==> src/rtl/seg_scan_ctrl.sv <==
// Time-multiplexed scan controller for a common-anode 7-segment display.
// Drives one shared hex decoder and double-buffers the value so that each frame shows consistent digits.
module seg_scan_ctrl #(
   parameter int NUM_DIGITS  = 4,
   parameter int REFRESH_DIV = 50000,
   parameter int GUARD_CYC   = 500,
   parameter int LZ_SUPPRESS = 1
) (
   input  logic                            clk,
   input  logic                            rst_n,
   input  logic                            enable,
   input  logic [4*NUM_DIGITS-1:0]         value,
   input  logic [NUM_DIGITS-1:0]           dp_in,
   input  logic                            load,
   output logic [3:0]                      hex_out,
   output logic                            blank,
   output logic [NUM_DIGITS-1:0]           an,
   output logic                            dp,
   output logic [$clog2(NUM_DIGITS)-1:0]   digit_idx,
   output logic                            frame_done
);

   localparam int CW = $clog2(REFRESH_DIV);
   localparam int IW = $clog2(NUM_DIGITS);
   localparam logic [CW-1:0] G_LAST = CW'(GUARD_CYC - 1);
   localparam logic [CW-1:0] R_LAST = CW'(REFRESH_DIV - 1);
   localparam logic [IW-1:0] I_LAST = IW'(NUM_DIGITS - 1);

   typedef enum logic [1:0] {IDLE, GUARD, SHOW} state_t;

   state_t                  state, state_d;
   logic [CW-1:0]           cnt, cnt_d;
   logic [IW-1:0]           idx, idx_d;
   logic                    wrap, commit;
   logic [4*NUM_DIGITS-1:0] pend_val, act_val, act_val_d;
   logic [NUM_DIGITS-1:0]   pend_dp, act_dp, act_dp_d;
   logic                    pend_valid, pend_valid_d;
   logic [3:0]              hex_d, nib;
   logic                    blank_d, dp_d, fd_d, lz_sel, dp_sel, all_zero;
   logic [NUM_DIGITS-1:0]   an_d, lz;

   // State register; outputs are registered from next-state values so they line up with the state.
   always_ff @(posedge clk or negedge rst_n) begin
      if (!rst_n) begin
         state      <= IDLE;
         cnt        <= '0;
         idx        <= '0;
         pend_val   <= '0;
         pend_dp    <= '0;
         pend_valid <= 1'b0;
         act_val    <= '0;
         act_dp     <= '0;
         hex_out    <= 4'h0;
         blank      <= 1'b1;
         an         <= '1;
         dp         <= 1'b1;
         digit_idx  <= '0;
         frame_done <= 1'b0;
      end else begin
         state      <= state_d;
         cnt        <= cnt_d;
         idx        <= idx_d;
         if (load) begin
            pend_val <= value;
            pend_dp  <= dp_in;
         end
         pend_valid <= pend_valid_d;
         act_val    <= act_val_d;
         act_dp     <= act_dp_d;
         hex_out    <= hex_d;
         blank      <= blank_d;
         an         <= an_d;
         dp         <= dp_d;
         digit_idx  <= idx_d;
         frame_done <= fd_d;
      end
   end

   // Next-state logic; the slot counter spans both GUARD and SHOW so every slot is REFRESH_DIV cycles.
   always_comb begin
      state_d = state;
      cnt_d   = cnt;
      idx_d   = idx;
      wrap    = 1'b0;
      case (state)
         IDLE: begin
            cnt_d = '0;
            idx_d = '0;
            if (enable) state_d = GUARD;
         end
         GUARD: begin
            cnt_d = cnt + 1'b1;
            if (cnt == G_LAST) state_d = SHOW;
         end
         SHOW: begin
            if (cnt == R_LAST) begin
               cnt_d   = '0;
               state_d = GUARD;
               if (idx == I_LAST) begin
                  idx_d = '0;
                  wrap  = 1'b1;
               end else begin
                  idx_d = idx + 1'b1;
               end
            end else begin
               cnt_d = cnt + 1'b1;
            end
         end
         default: state_d = IDLE;
      endcase
      if (!enable) begin
         state_d = IDLE;
         cnt_d   = '0;
         idx_d   = '0;
         wrap    = 1'b0;
      end
      // Commit only at a frame boundary or when scanning starts, using the pending data from before any coincident load.
      commit       = pend_valid && (wrap || (state == IDLE && enable));
      act_val_d    = commit ? pend_val : act_val;
      act_dp_d     = commit ? pend_dp : act_dp;
      pend_valid_d = load | (pend_valid & ~commit);
   end

   // Output logic from the next state and next active buffer.
   always_comb begin
      all_zero = 1'b1;
      lz       = '0;
      for (int i = NUM_DIGITS - 1; i >= 0; i--) begin
         all_zero = all_zero & (act_val_d[4*i +: 4] == 4'h0);
         lz[i]    = all_zero & (i != 0);
      end
      nib    = 4'h0;
      lz_sel = 1'b0;
      dp_sel = 1'b0;
      for (int i = 0; i < NUM_DIGITS; i++) begin
         if (idx_d == IW'(i)) begin
            nib    = act_val_d[4*i +: 4];
            lz_sel = lz[i];
            dp_sel = act_dp_d[i];
         end
      end
      hex_d   = 4'h0;
      blank_d = 1'b1;
      an_d    = '1;
      dp_d    = 1'b1;
      fd_d    = wrap;
      case (state_d)
         GUARD: hex_d = nib;
         SHOW: begin
            hex_d   = nib;
            blank_d = (LZ_SUPPRESS != 0) ? lz_sel : 1'b0;
            dp_d    = ~dp_sel;
            for (int i = 0; i < NUM_DIGITS; i++) an_d[i] = (idx_d != IW'(i));
         end
         default: ;
      endcase
   end

endmodule

==> config.mk <==
export PLATFORM = sky130hd
export DESIGN_NAME = seg_scan_ctrl
export DESIGN_NICKNAME = d
export VERILOG_FILES = /design/src/rtl/seg_scan_ctrl.sv
export SDC_FILE = /design/constraint.sdc
export NUM_CORES = 1
export LEC_CHECK = 0
export ABC_AREA = 1
export CORE_MARGIN = 3
export CORE_UTILIZATION = 51
export CTS_CLUSTER_SIZE = 40
export DETAILED_ROUTE_END_ITERATION = 8
export GPL_ROUTABILITY_DRIVEN = 1
export HOLD_SLACK_MARGIN = 0.02
export PLACE_DENSITY = 0.77
export SLEW_MARGIN = 20
export SYNTH_ARGS = -nofsm -noshare
export SYNTH_HDL_FRONTEND = slang
export SYNTH_SLANG_ARGS = --single-unit
==> constraint.sdc <==
create_clock -name clk -period 2.05 [get_ports clk]
set_clock_uncertainty 0.1 [all_clocks]
set_input_delay 0.205 -clock clk [delete_from_list [all_inputs] [get_ports clk]]
set_output_delay 0.205 -clock clk [all_outputs]
set_load 0.1 [all_outputs]
==> impl_metrics.csv, run 1 <==
group,metric,value,unit
setup_path,cpPeakStageDelay,0.41,ns
sta,fin_ws,-0.254,ns
route,drc,0,
clocking,clk_pin_slew,0.09,ns
route,drt_first_pass_iters,4,
route,wl_per_cell,15.5,um
setup_path,start_kind,"register",
logic_synthesis,synth_compound_area_share,9.57,%
power,power_density,727,nW/um^2
logic_synthesis,synth_top_family_by_area,"simple AND/OR/NAND/NOR gates",
logic_synthesis,syn_inst,400,
setup_path,path_class,"register to register",
sta,period_share,112,%
final_layout,antenna_cells,0,
sta,min_period,2.30,ns
setup_path,crit_family,"simple AND/OR/NAND/NOR gates",
die,core.rowCount,29,
run_status,run_status,"finished, violations left",
final_layout,fin_cells,586,
setup_path,slowest_stage,"dfrtp_1",
final_layout,fillers,383,
final_layout,mostFrequentLayoutCell,"nand2_1",
logic_synthesis,synth-xor-area-share,0.773,%
sta,rsz0062_at_grt,"true",
clocking,numCtsBuffers,9,
sta,hold_viol,0,
clocking,clock_latency,0.36,ns
logic_synthesis,syn_area,3400,sq um
setup_path,cp.required,2.21,ns
placement,dp_cells,544,
grt,grt_pass1_wl,13100,um
logic_synthesis,ys_seq_area_share,53.2,%
setup_path,end_kind,"register",
grt,first_global_vias,2863,
route,num_vias,3080,
logic_synthesis,synthAdderAreaFrac,2.58,%
setup_path,crit_buf_inv,4,
setup_path,path_common_cell,"nand2_1",
grt,grt_usage,22.3,%
setup_path,crit_path_max_fanout,7,
clocking,cts_htree_levels,3,
logic_synthesis,synth.distinct_cells,35,
logic_synthesis,synth-seq-cells,72,
sta,fmax,434,MHz
final_layout,final_layout_size_suffix_gt1_share,38.9,%
setup_path,crit_arrival,2.46,ns
logic_synthesis,synthMuxAreaShare,1.66,%
route,drtIter0Drc,187,
placement,gp_congestion,0.919,
grt,grt.overflow.total,0,
clocking,cts_root_buffer,"clkbuf_8",
sta,fin_tns_setup,-1.56,ns
sta,tightestPinTransition,0.512,ns
final_layout,seq_area,1820,sq um
logic_synthesis,synth_fp_nets,431,
die,start_util,53.0,%
clocking,clk_path_buf_depth,2,
run_status,violations,"negative setup slack",
die,die_h,87.7,um
min_path,hp-class,"input pin to asynchronous set/reset pin",
final_layout,area_delta_synth_final,46.7,%
flow_run,maxCapViolCount,0,
die,die-area,7680,sq um
die,io_pins,37,
grt,grt_max_degree,73,
sta,slew-limit-headroom,65.9,%
placement,port_buffers,36,
final_layout,multi_input_area,1690,sq um
logic_synthesis,yosysWarnings,0,
grt,grt_antenna_before_repair,0,
placement,place_area,4130,sq um
sta,maxSlewViolCount,0,
route,drtAntennaViolNets,0,
clocking,cts_tree,"done",
logic_synthesis,syn_avg_cell_area,8.50,sq um
route,vias_per_cell,5.26,
sta,finalSetupViolCount,17,
die,core_region_area,6420,sq um
power,p_leak,2.38,nW
clocking,cts_sinks,72,
final_layout,finalInstanceArea,4990,sq um
logic_synthesis,synth-simple-area-share,23.4,%
final_layout,layout.nets,535,
route,routed_wl,9110,um
power,peakVddDrop,0.525,mV
die,fp.dieW,87.7,um
placement,hpwlAfterDp,5190,um
setup_path,cp_cell_sequence,"inv_2, ha_4, inv_2, nor3_4, nand3_4, nand2_4, nand2_8, buf_12, buf_6, nand2_1, o21ai_2, nand2_1, nand2_1, a21oi_1, nor2_1",
final_layout,layout_common_cells,"nand2_1, buf_4, dfrtp_1",
## flip-flops by register name (all words and copies together) (netlist names)
| signal | count |
|---|---|
| pend_valid | 1 |
| pend_dp | 4 |
| idx | 2 |
| act_dp | 4 |
| an | 4 |
| blank | 1 |
| cnt | 16 |
| dp | 1 |
| state | 2 |
| frame_done | 1 |
| act_val | 16 |
| hex_out | 4 |
| pend_val | 16 |
## per-layer routing
| layer | routed length (um) | GRT usage, % |
|---|---|---|
| met1 | 3730 | 29.5 |
| met2 | 4490 | 34.2 |
| met3 | 554 | 4.80 |
| met4 | 330 | 12.4 |
| met5 | 0 | 0 |
## cells by family (layout without fill, tap and decap cells)
group                      after synthesis  after routing
DFF                                     72             72
buffers and inverters                   75            184
muxes                                    5              5
AOI/OAI and AO/OA                       57             57
adders and majority gates                7              7
xor gates and xnor gates                 3              3
and+or+nand+nor                        181            181
## where the power goes
| group | internal [mW] | switching [mW] |
|---|---|---|
| Combinational | 0.295 | 0.434 |
| Sequential | 1.56 | 0.0674 |
| Clock | 0.692 | 0.583 |
## worst paths after layout
path                            slack (ns)                start  cells after the start                        to
worst max-delay path                 -0.25   state[0]$_DFF_PN0_                     15      hex_out[1]$_DFF_PN0_
worst min-delay path                  0.27                rst_n                      3        cnt[8]$_DFFE_PN0P_
worst max register to register       -0.25   state[0]$_DFF_PN0_                     15      hex_out[1]$_DFF_PN0_
worst min register to register        0.40  act_dp[1]$_DFF_PN0_                      2       act_dp[1]$_DFF_PN0_
max in group asynchronous             1.21                rst_n                      3              dp$_DFF_PN1_
min in group clk                      0.31            value[10]                      3  pend_val[10]$_DFFE_PN0P_
## worst min-delay path, cell delays in order
cell and delay (ns):
dlygate4sd3_1 0.52, buf_2 0.12, buf_12 0.30
## Yosys cell counts, drive strengths merged
cell type / n / area (sq um)
nand3: 20 / 115
nor3: 12 / 65.1
nand4: 2 / 12.5
clkbuf: 3 / 11.3
xor2: 3 / 26.3
o21a: 1 / 7.51
buf: 6 / 41.3
o21ai: 36 / 199
a211oi: 1 / 7.51
nand2: 108 / 420
o211ai: 2 / 15.0
inv: 65 / 244
a31o: 1 / 8.76
mux2: 5 / 56.3
a21oi: 15 / 78.8
nor4: 2 / 12.5
ha: 7 / 87.6
nor2: 34 / 143
a22o: 1 / 8.76
dfstp: 6 / 158
dfrtp: 66 / 1650
clkinv: 1 / 3.75
nor3b: 3 / 27.5
## through the flow
step	util, %	hold slack [ns]	power, mW	worst slack, ns
global placement	64.3	0.157	2.15	-0.0992
CTS	70.4	0.300	3.47	-0.0619
detailed placement	64.3	0.157	2.17	-0.161
finish	77.7	0.273	3.63	-0.254
floorplan	-	-0.191	1.97	0.00512
global route	77.7	0.315	3.78	-0.394
## final cells by class
type	instances	share of cell area (%)
clock inverters	6	1.86
repair buffers	102	18.5
well taps	77	1.93
clock buffers	10	2.56
flip-flops and latches	72	36.4
multi-input cells	253	33.8
inverters	66	4.96
## timing repair
item | 4_1_cts | 5_1_grt
endpoints found under the hold margin | 66 | 0
endpoints found under the setup margin | 9 | 23
gates resized for setup | 23 | 82
buffers inserted | 4 | 19
hold buffers | 1 | 0
pin swaps | 7 | 36
gates cloned | 1 | 1
No activity file was read; power rests on OpenSTA's default activity.
==> run 2: changes to the inputs <==
CTS_CLUSTER_SIZE = 25   (was 40)
==> results of run 2 <==
The final DEF is identical to that of run 1; final timing and power are the same.
